===== src/rtl/dma_task_seq.sv =====
// DMA task sequencer: issues one-hot init writes, an exec write, then
// waits for DMA completion with an optional timeout and a cycle profile.
module dma_task_seq #(
  parameter int DMA_INIT_TASK_CNT   = 4,
  parameter int DMA_EXEC_TASK_CNT   = 1,
  parameter int BANK1_STATUS_WIDTH  = 2,
  parameter int BANK1_PROFILE_WIDTH = 32,
  parameter int TIMEOUT_CYCLES      = 0
) (
  input  logic                           clk,
  input  logic                           reset,
  input  logic                           start,
  input  logic                           dma_done,
  output logic [DMA_INIT_TASK_CNT-1:0]   slaveInit,
  input  logic [DMA_INIT_TASK_CNT-1:0]   slaveFinInit,
  output logic [DMA_EXEC_TASK_CNT-1:0]   slaveStartExec,
  input  logic [DMA_EXEC_TASK_CNT-1:0]   slaveStartExecAccept,
  output logic                           busy,
  output logic                           seq_done,
  output logic [BANK1_STATUS_WIDTH-1:0]  status,
  output logic [BANK1_PROFILE_WIDTH-1:0] profile
);

  localparam int N  = DMA_INIT_TASK_CNT;
  localparam int E  = DMA_EXEC_TASK_CNT;
  localparam int SW = BANK1_STATUS_WIDTH;
  localparam int PW = BANK1_PROFILE_WIDTH;
  localparam int IW = (N > 1) ? $clog2(N) : 1;

  localparam logic [IW-1:0] IDX_LAST = IW'(N - 1);
  localparam logic [PW-1:0] TMO_LAST =
    PW'((TIMEOUT_CYCLES > 0) ? TIMEOUT_CYCLES - 1 : 0);
  localparam logic          TMO_EN   = (TIMEOUT_CYCLES != 0);

  localparam logic [SW-1:0] ST_IDLE = SW'(0);
  localparam logic [SW-1:0] ST_BUSY = SW'(1);
  localparam logic [SW-1:0] ST_OK   = SW'(2);
  localparam logic [SW-1:0] ST_TMO  = SW'(3);

  typedef enum logic [2:0] {
    S_IDLE,
    S_INIT,
    S_EXEC,
    S_WAIT,
    S_DONE
  } state_e;

  state_e        state_q, state_d;
  logic [IW-1:0] idx_q, idx_d;
  logic          bub_q, bub_d;
  logic [SW-1:0] status_q, status_d;
  logic [PW-1:0] profile_q, profile_d;

  logic [N-1:0]  init_req;
  logic          fin_hit;
  logic          tmo_hit;

  // Bubble flag gives the writer one idle cycle between init requests.
  assign init_req = (state_q == S_INIT && !bub_q)
                    ? (N'(1) << idx_q) : '0;
  assign fin_hit  = |(slaveFinInit & init_req);
  assign tmo_hit  = TMO_EN && (profile_q == TMO_LAST);

  always_ff @(posedge clk or posedge reset) begin
    if (reset) begin
      state_q   <= S_IDLE;
      idx_q     <= '0;
      bub_q     <= 1'b0;
      status_q  <= ST_IDLE;
      profile_q <= '0;
    end else begin
      state_q   <= state_d;
      idx_q     <= idx_d;
      bub_q     <= bub_d;
      status_q  <= status_d;
      profile_q <= profile_d;
    end
  end

  always_comb begin
    state_d   = state_q;
    idx_d     = idx_q;
    bub_d     = bub_q;
    status_d  = status_q;
    profile_d = profile_q;
    unique case (state_q)
      S_IDLE: begin
        if (start) begin
          idx_d     = '0;
          bub_d     = 1'b0;
          profile_d = '0;
          status_d  = ST_BUSY;
          state_d   = S_INIT;
        end
      end
      S_INIT: begin
        if (bub_q) begin
          bub_d = 1'b0;
        end else if (fin_hit) begin
          if (idx_q == IDX_LAST) begin
            idx_d   = '0;
            state_d = S_EXEC;
          end else begin
            idx_d = idx_q + 1'b1;
            bub_d = 1'b1;
          end
        end
      end
      S_EXEC: begin
        if (slaveStartExecAccept[0]) state_d = S_WAIT;
      end
      S_WAIT: begin
        // Completion outranks timeout; the done cycle is not counted.
        if (dma_done) begin
          status_d = ST_OK;
          state_d  = S_DONE;
        end else if (tmo_hit) begin
          status_d = ST_TMO;
          state_d  = S_DONE;
        end else if (!(&profile_q)) begin
          profile_d = profile_q + 1'b1;
        end
      end
      S_DONE:  state_d = S_IDLE;
      default: state_d = S_IDLE;
    endcase
  end

  always_comb begin
    slaveInit      = init_req;
    slaveStartExec = (state_q == S_EXEC) ? E'(1) : '0;
    busy           = (state_q != S_IDLE);
    seq_done       = (state_q == S_DONE);
    status         = status_q;
    profile        = profile_q;
  end

endmodule


===== config.mk =====
export PLATFORM = sky130hd
export DESIGN_NAME = dma_task_seq
export DESIGN_NICKNAME = d
export VERILOG_FILES = /design/src/rtl/dma_task_seq.sv
export SDC_FILE = /design/constraint.sdc
export NUM_CORES = 1
export LEC_CHECK = 0
export ABC_AREA = 0
export ABC_CLOCK_PERIOD_IN_PS = 1680
export BUFFER_PORTS_ARGS = -buffer_cell sky130_fd_sc_hd__buf_2
export CORE_ASPECT_RATIO = 1.1
export CORE_MARGIN = 2
export CORE_UTILIZATION = 49
export CTS_CLUSTER_DIAMETER = 80
export DETAILED_ROUTE_END_ITERATION = 8
export PLACE_DENSITY = 0.76
export RECOVER_POWER = 25
export SLEW_MARGIN = 25
export SYNTH_ARGS = -nofsm -noshare
export SYNTH_HDL_FRONTEND = slang
export SYNTH_SLANG_ARGS = --single-unit

===== constraint.sdc =====
create_clock -name clk -period 1.68 [get_ports clk]
set_input_delay 0.336 -clock clk [delete_from_list [all_inputs] [get_ports clk]]
set_output_delay 0.336 -clock clk [all_outputs]
set_load 0.01 [all_outputs]

==> metrics.yaml, run 1 <==
async_flop_share_pct: 100
timing.hold.ws_ps: 343
wirelength_um: 6670
status: "finished with violations"
tightest_slew_ps: 1010
die_w_um: 70.4
grt_use_total_pct: 22.7
core-area_um2: 4650
syn-mean-instance-area_um2: 9.41
synth_flop_cell: "dfrtp_1"
layout-drive-gt1-share_pct: 44.1
reg2reg_depth: 7
critPathMaxFanout: 7
max_stage_delay_ps: 420
ios: 50
synth-edff-count: 0
worstReg2RegStart: "profile[1]"
drt_iter0_drc: 198
finalSetupViolations: 21
syn_to_final_growth_pct: 42.8
hold_path.class: "input port to async pin"
cp-startpoint: "profile[1]"
ir_worst_vdd_v: 0.000495
crit_type: "flop to flop"
row_count: 26
crit_slowest_cell: "dfrtp_1"
slew_headroom_pct: 32.4
start_kind: "flop"
setup_ws_ps: -66.5
avgRoutedWirePerCell_um: 16.1
cts.htree.levels: 2
hpwl_um: 4080
violations: "setup timing"
insertion_delay_ps: 300
rrSetupSlack_ps: -70
clock_path_buffers: 2
synth.distinct_cells: 42
synth.area.top_cells: "dfrtp_1 (42%), xor2_1 (9.2%), nand3_1 (5.0%)"
clock_power_share_pct: 30.2
worstPathArrival_ps: 1970
yosysWarnings: 0
viasPerCell: 5.56
power_leakage_uw: 0.00175
grt_pass1_vias: 2201
clock-sinks: 40
required_ps: 1900
overflow: 0
syn_inst: 253
pre_cts_ws_ps: -60.9
final_hold_viol_count: 0
die-area_um2: 5430
ant_nets: 0
maxSlewViolCount: 0
period_share_pct: 104
p_int_uw: 1820
synth_area_um2: 2380
period_needed_ps: 1750
fin_nets: 371
synth_top_cell_by_area: "dfrtp_1"
grt_pass1_wl_um: 10000
cts_tree: "yes"
max_freq_mhz: 573
clk_pin_slew_worst_paths_ps: 80
grt_max_degree: 41
powerDensity_nw_per_um2: 767
start_util_pct: 51.2
cts_hold_buf: 0
design_area_um2: 3400
worstPathCellList: "ha_4 > nand3_4 > nor3_4 > and2_4 > o211ai_4 > or3_1 > a21oi_1"
synth_seq_area_share_pct: 42.1
numCtsBuffers: 5
root_buffer: "clkbuf_8"
dr_total_vias: 2300
drc_errors: 0
antenna_found_initial: 0
placed_area_um2: 2980
ys_seq_elements: 40
dr.pass1.iters: 5
synthesis.nets: 267
maxCapViolations: 0
endpoint_kind: "flop"
r2r-end: "profile[26]"
num_antenna_cells: 0
gp_congestion: 0.788
pwr-share-comb_pct: 29.5
seqPwrFrac_pct: 40.3
p_switching_uw: 790
rsz0062_at_grt: "yes"
portBuffers: 49
fin_skew_ps: 10.5
synth_top_area_share_pct: 42.1
die_h_um: 77.1
p_sw_share_pct: 30.3
==> sequential cells by signal, indices dropped and copies added (netlist names) <==
signal / cells
bub_q: 1
idx_q: 2
profile: 32
state_q: 3
status: 2
==> layer usage <==
metal	part of all wire, %	vias up	routed length (um)	GRT usage (%)
li1	-	1099	-	-
met1	42	1118	2800	29.3
met2	53	72	3520	38.8
met3	3.6	11	240	2.76
met4	1.6	0	110	8.65
met5	0	-	0	0
==> power by group through the flow <==
stage | clock network (uW) | logic [uW] | registers, uW
after floorplan | 0 | 358 | 1050
after global placement | 0 | 523 | 1060
after detailed placement | 0 | 533 | 1060
after CTS | 783 | 683 | 1030
after global routing | 830 | 830 | 1050
final | 787 | 770 | 1050
==> how the worst max path moves through the flow <==
stage / endpoint / slack (ps)
6_report: profile[26] / -70
3_5_place_dp: profile[30] / -60
2_1_floorplan: profile[26] / -40
3_3_place_gp: profile[14] / 30
5_1_grt: profile[26] / -150
4_1_cts: profile[30] / -20
==> synthesized netlist by cell type (3+ instances only) <==
cell type	n
buf_4	3
and4_1	4
nor3_4	3
inv_1	6
and2_1	5
nor3_1	3
dfrtp_1	40
nand4_1	11
nand3_1	24
xor2_1	25
or3_1	5
o21ai_0	9
clkbuf_1	4
nor2_1	31
nand2_1	15
and3_1	16
nor4_1	3
nand2b_1	3
ha_1	5
a21oi_1	9
==> stage by stage <==
stage | TNS [ps] | power (uW) | instances | util (%)
floorplan | -229 | 1410 | 253 | -
global placement | 0 | 1580 | 392 | 64.1
detailed placement | -121 | 1600 | 392 | 64.1
CTS | -23.4 | 2500 | 407 | 68.7
global route | -2760 | 2710 | 414 | 73.1
finish | -436 | 2610 | 414 | 73.1
==> cell usage in the layout, fill, tap and decap left out, types with 3 or more instances in the layout <==
cell type	n
or3_1	5
xor2_1	25
nand2b_4	3
and2_1	5
buf_6	7
o21ai_0	9
and3_1	14
buf_4	48
nor2_1	30
nand4_1	11
dfrtp_1	40
nor3_4	4
buf_2	49
inv_1	4
clkbuf_8	5
nand3_2	9
nand2_1	15
nand3_1	14
a21oi_1	7
==> worst max-delay path, delay by kind of cell, from the launching register on <==
| kind | cells | cell delay (ps) |
|---|---|---|
| simple gates | 4 | 820 |
| flops | 1 | 420 |
| compound gates | 2 | 250 |
| fa+ha+maj | 1 | 180 |
==> cell type report <==
type | count | area, um2
Clock buffer | 6 | 72.6
Multi-Input combinational cell | 196 | 1450
Clock inverter | 2 | 35.0
Inverter | 6 | 22.5
Fill cell | 341 | 1250
Sequential cell | 40 | 1000
Tap cell | 56 | 70.1
Timing Repair Buffer | 108 | 749
==> repair_timing <==
action,CTS,global route
endpoints found under the setup margin,14,37
buffers inserted,7,6
pin swaps,2,9
resized for setup,11,34
cloned,0,1
==> cell families (layout without fill, tap and decap cells) <==
family | count (synthesis) | after routing | share of synthesized area [%]
adder cells (fa/ha/maj) | 5 | 5 | 2.63
AO/OA/AOI/OAI | 27 | 27 | 7.73
AND/OR/NAND/NOR | 138 | 138 | 34.1
multiplexers | 1 | 1 | 0.421
buffers and inverters | 17 | 122 | 3.89
flip-flops | 40 | 40 | 42.1
XOR/XNOR | 25 | 25 | 9.20
Note: power is estimated with default switching activity, not from simulation.
==> inputs of run 2 (changes only) <==
==> constraint.sdc (replaced) <==
create_clock -name clk -period 1.68 [get_ports clk]
set_input_delay 0.084 -clock clk [delete_from_list [all_inputs] [get_ports clk]]
set_output_delay 0.084 -clock clk [all_outputs]
set_load 0.01 [all_outputs]
==> run 2 against run 1 <==
Compared with the run above:
- the flow still finishes with violations (setup timing)
- sequential cell count stayed put
- die area stayed put
- worst hold slack worse by 270 ps
- routed wire length is 12% lower
- maximum frequency is 1.8% higher
- non-clock buffer count is 6 lower
- largest cell class unchanged
- largest power group unchanged
- highest routed layer unchanged
==> metrics.yaml, run 2 (synthesis gave the netlist of run 1 again) <==
maxSlewViolCount: 0  # unchanged
required_ps: 1910  # about the same
period_needed_ps: 1720  # -30.2 ps
dr_total_vias: 2222  # -3.4%
crit_slowest_cell: "dfrtp_1"
power_leakage_uw: 0.00169  # -3.4%
overflow: 0  # unchanged
row_count: 26  # unchanged
pre_cts_ws_ps: -60.9  # unchanged
tightest_slew_ps: 1010  # -1.95 ps
dr.pass1.iters: 4  # -1
fillers: 366  # +7.3%
drt_iter0_drc: 172  # -13%
avgRoutedWirePerCell_um: 14.4  # -11%
rsz0062_at_grt: "yes"
grt_pass1_vias: 2171  # -1.4%
start_kind: "flop"
start_util_pct: 51.2  # unchanged
violations: "setup timing"
num_antenna_cells: 0  # unchanged
ios: 50  # unchanged
power_uw: 2420  # -7.3%
hold_path.class: "input port to flop"
die_w_um: 70.4  # unchanged
layout_common_cells: "buf_4 (50), buf_2 (47), dfrtp_1 (39), nor2_1 (30), xor2_1 (25)"
largest_reg_flops: 32  # unchanged
insertion_delay_ps: 300  # about the same
fin_nets: 365  # -1.6%
root_buffer: "clkbuf_8"
syn_to_final_growth_pct: 37.1
fin_util_pct: 70.1  # -2.9 points
endpoint_kind: "flop"
status: "finished with violations"
post-place-cells: 392  # unchanged
powerDensity_nw_per_um2: 741  # -3.4%
maxCapViolations: 0  # unchanged
grt_use_total_pct: 22.0  # -0.73 points
setup_ws_ps: -36.3  # +30.2 ps
clk_pin_slew_worst_paths_ps: 80  # about the same
numCtsBuffers: 5  # unchanged
drc_errors: 0  # unchanged
ant_nets: 0  # unchanged
worstPathArrival_ps: 1950  # -20 ps
fin_skew_ps: 6.63  # -3.90 ps
core-area_um2: 4650  # unchanged
die-area_um2: 5430  # unchanged
wirelength_um: 5870  # -12%
finalSetupViolations: 4  # -81%
clock_path_buffers: 2  # unchanged
die_h_um: 77.1  # unchanged
grt_max_degree: 41  # unchanged
crit_type: "flop to flop"
grt_pass1_wl_um: 9740  # -2.8%
hpwl_um: 4080  # unchanged
ir_worst_vdd_v: 0.000515  # +4.2%
clock-sinks: 40  # unchanged
max_stage_delay_ps: 410  # about the same
antenna_found_initial: 0  # unchanged
viasPerCell: 5.45  # -2.0%
worstPathCellList: "ha_4 > nand3_4 > nor3_4 > and2_4 > o211ai_4 > or3_1 > a21oi_1"
cts_tree: "yes"
final_hold_viol_count: 0  # unchanged
critPathMaxFanout: 7  # unchanged
period_share_pct: 102  # -1.8 points
mostFrequentLayoutCell: "buf_4"
cts.htree.levels: 2  # unchanged
max_freq_mhz: 583  # +1.8%
slew_headroom_pct: 32.5  # +0.13 points
gp_congestion: 0.788  # unchanged
portBuffers: 49  # unchanged
layout-drive-gt1-share_pct: 40.3  # -3.8 points
instances_no_fill: 408  # -1.4%
[run 2: cell type report]
type,count,area [um2],share of cell area (%)
multi-input cells,196,1410,43.1
clock buffers,6,72.6,2.22
repair buffers,102,653,20.0
inverters,6,22.5,0.690
well taps,56,70.1,2.15
clock inverters,2,35.0,1.07
flip-flops and latches,40,1000,30.7
[run 2: critical path, delay by kind of cell, from the launching register on]
| kind | cells | cell delay (ps) |
|---|---|---|
| simple gates | 4 | 860 |
| fa+ha+maj | 1 | 170 |
| compound gates | 2 | 200 |
| flops | 1 | 410 |
[run 2: worst paths after layout]
path,from,to,slack (ps),cells past startpoint
setup / recovery,profile[0],profile[28],-40,7
hold / removal,dma_done,state_q[2],80,3
setup reg to reg,profile[0],profile[28],-40,7
hold reg to reg,status[0],status[0],490,1
max in group asynchronous,reset,state_q[0],350,4
min in group asynchronous,reset,profile[28],640,4
[run 2: report_power, final]
group          total (uW)  leakage, uW  switching (uW)  internal, uW
Combinational         584      0.00109             327           257
Clock                 779    0.0000552             338           441
Sequential           1050     0.000549            48.1          1010
[run 2: routing by layer]
layer | vias to the layer above | global-route usage [%] | routed length [um]
li1 | 1087 | - | -
met1 | 1075 | 28.4 | 2510
met2 | 52 | 37.3 | 3050
met3 | 8 | 2.76 | 215
met4 | 0 | 8.65 | 88
met5 | - | 0 | 0
[run 2: metrics by stage]
step           area, um2  TNS (ps)  hold slack, ps
2_1_floorplan       2390      -229             220
3_3_place_gp        2980         0             234
3_5_place_dp        2980      -121             246
4_1_cts             3150     -7.12            81.3
5_1_grt             3260     -1970             106
6_report            3260     -89.0            75.2
[run 2: repair_timing]
| action | 4_1_cts | 5_1_grt |
|---|---|---|
| endpoints found under the setup margin | 9 | 36 |
| buffers inserted | 4 | 3 |
| endpoints found under the hold margin | 40 | 0 |
| resized for setup | 5 | 22 |
| pin swaps | 3 | 5 |
| hold buffers | 1 | 0 |
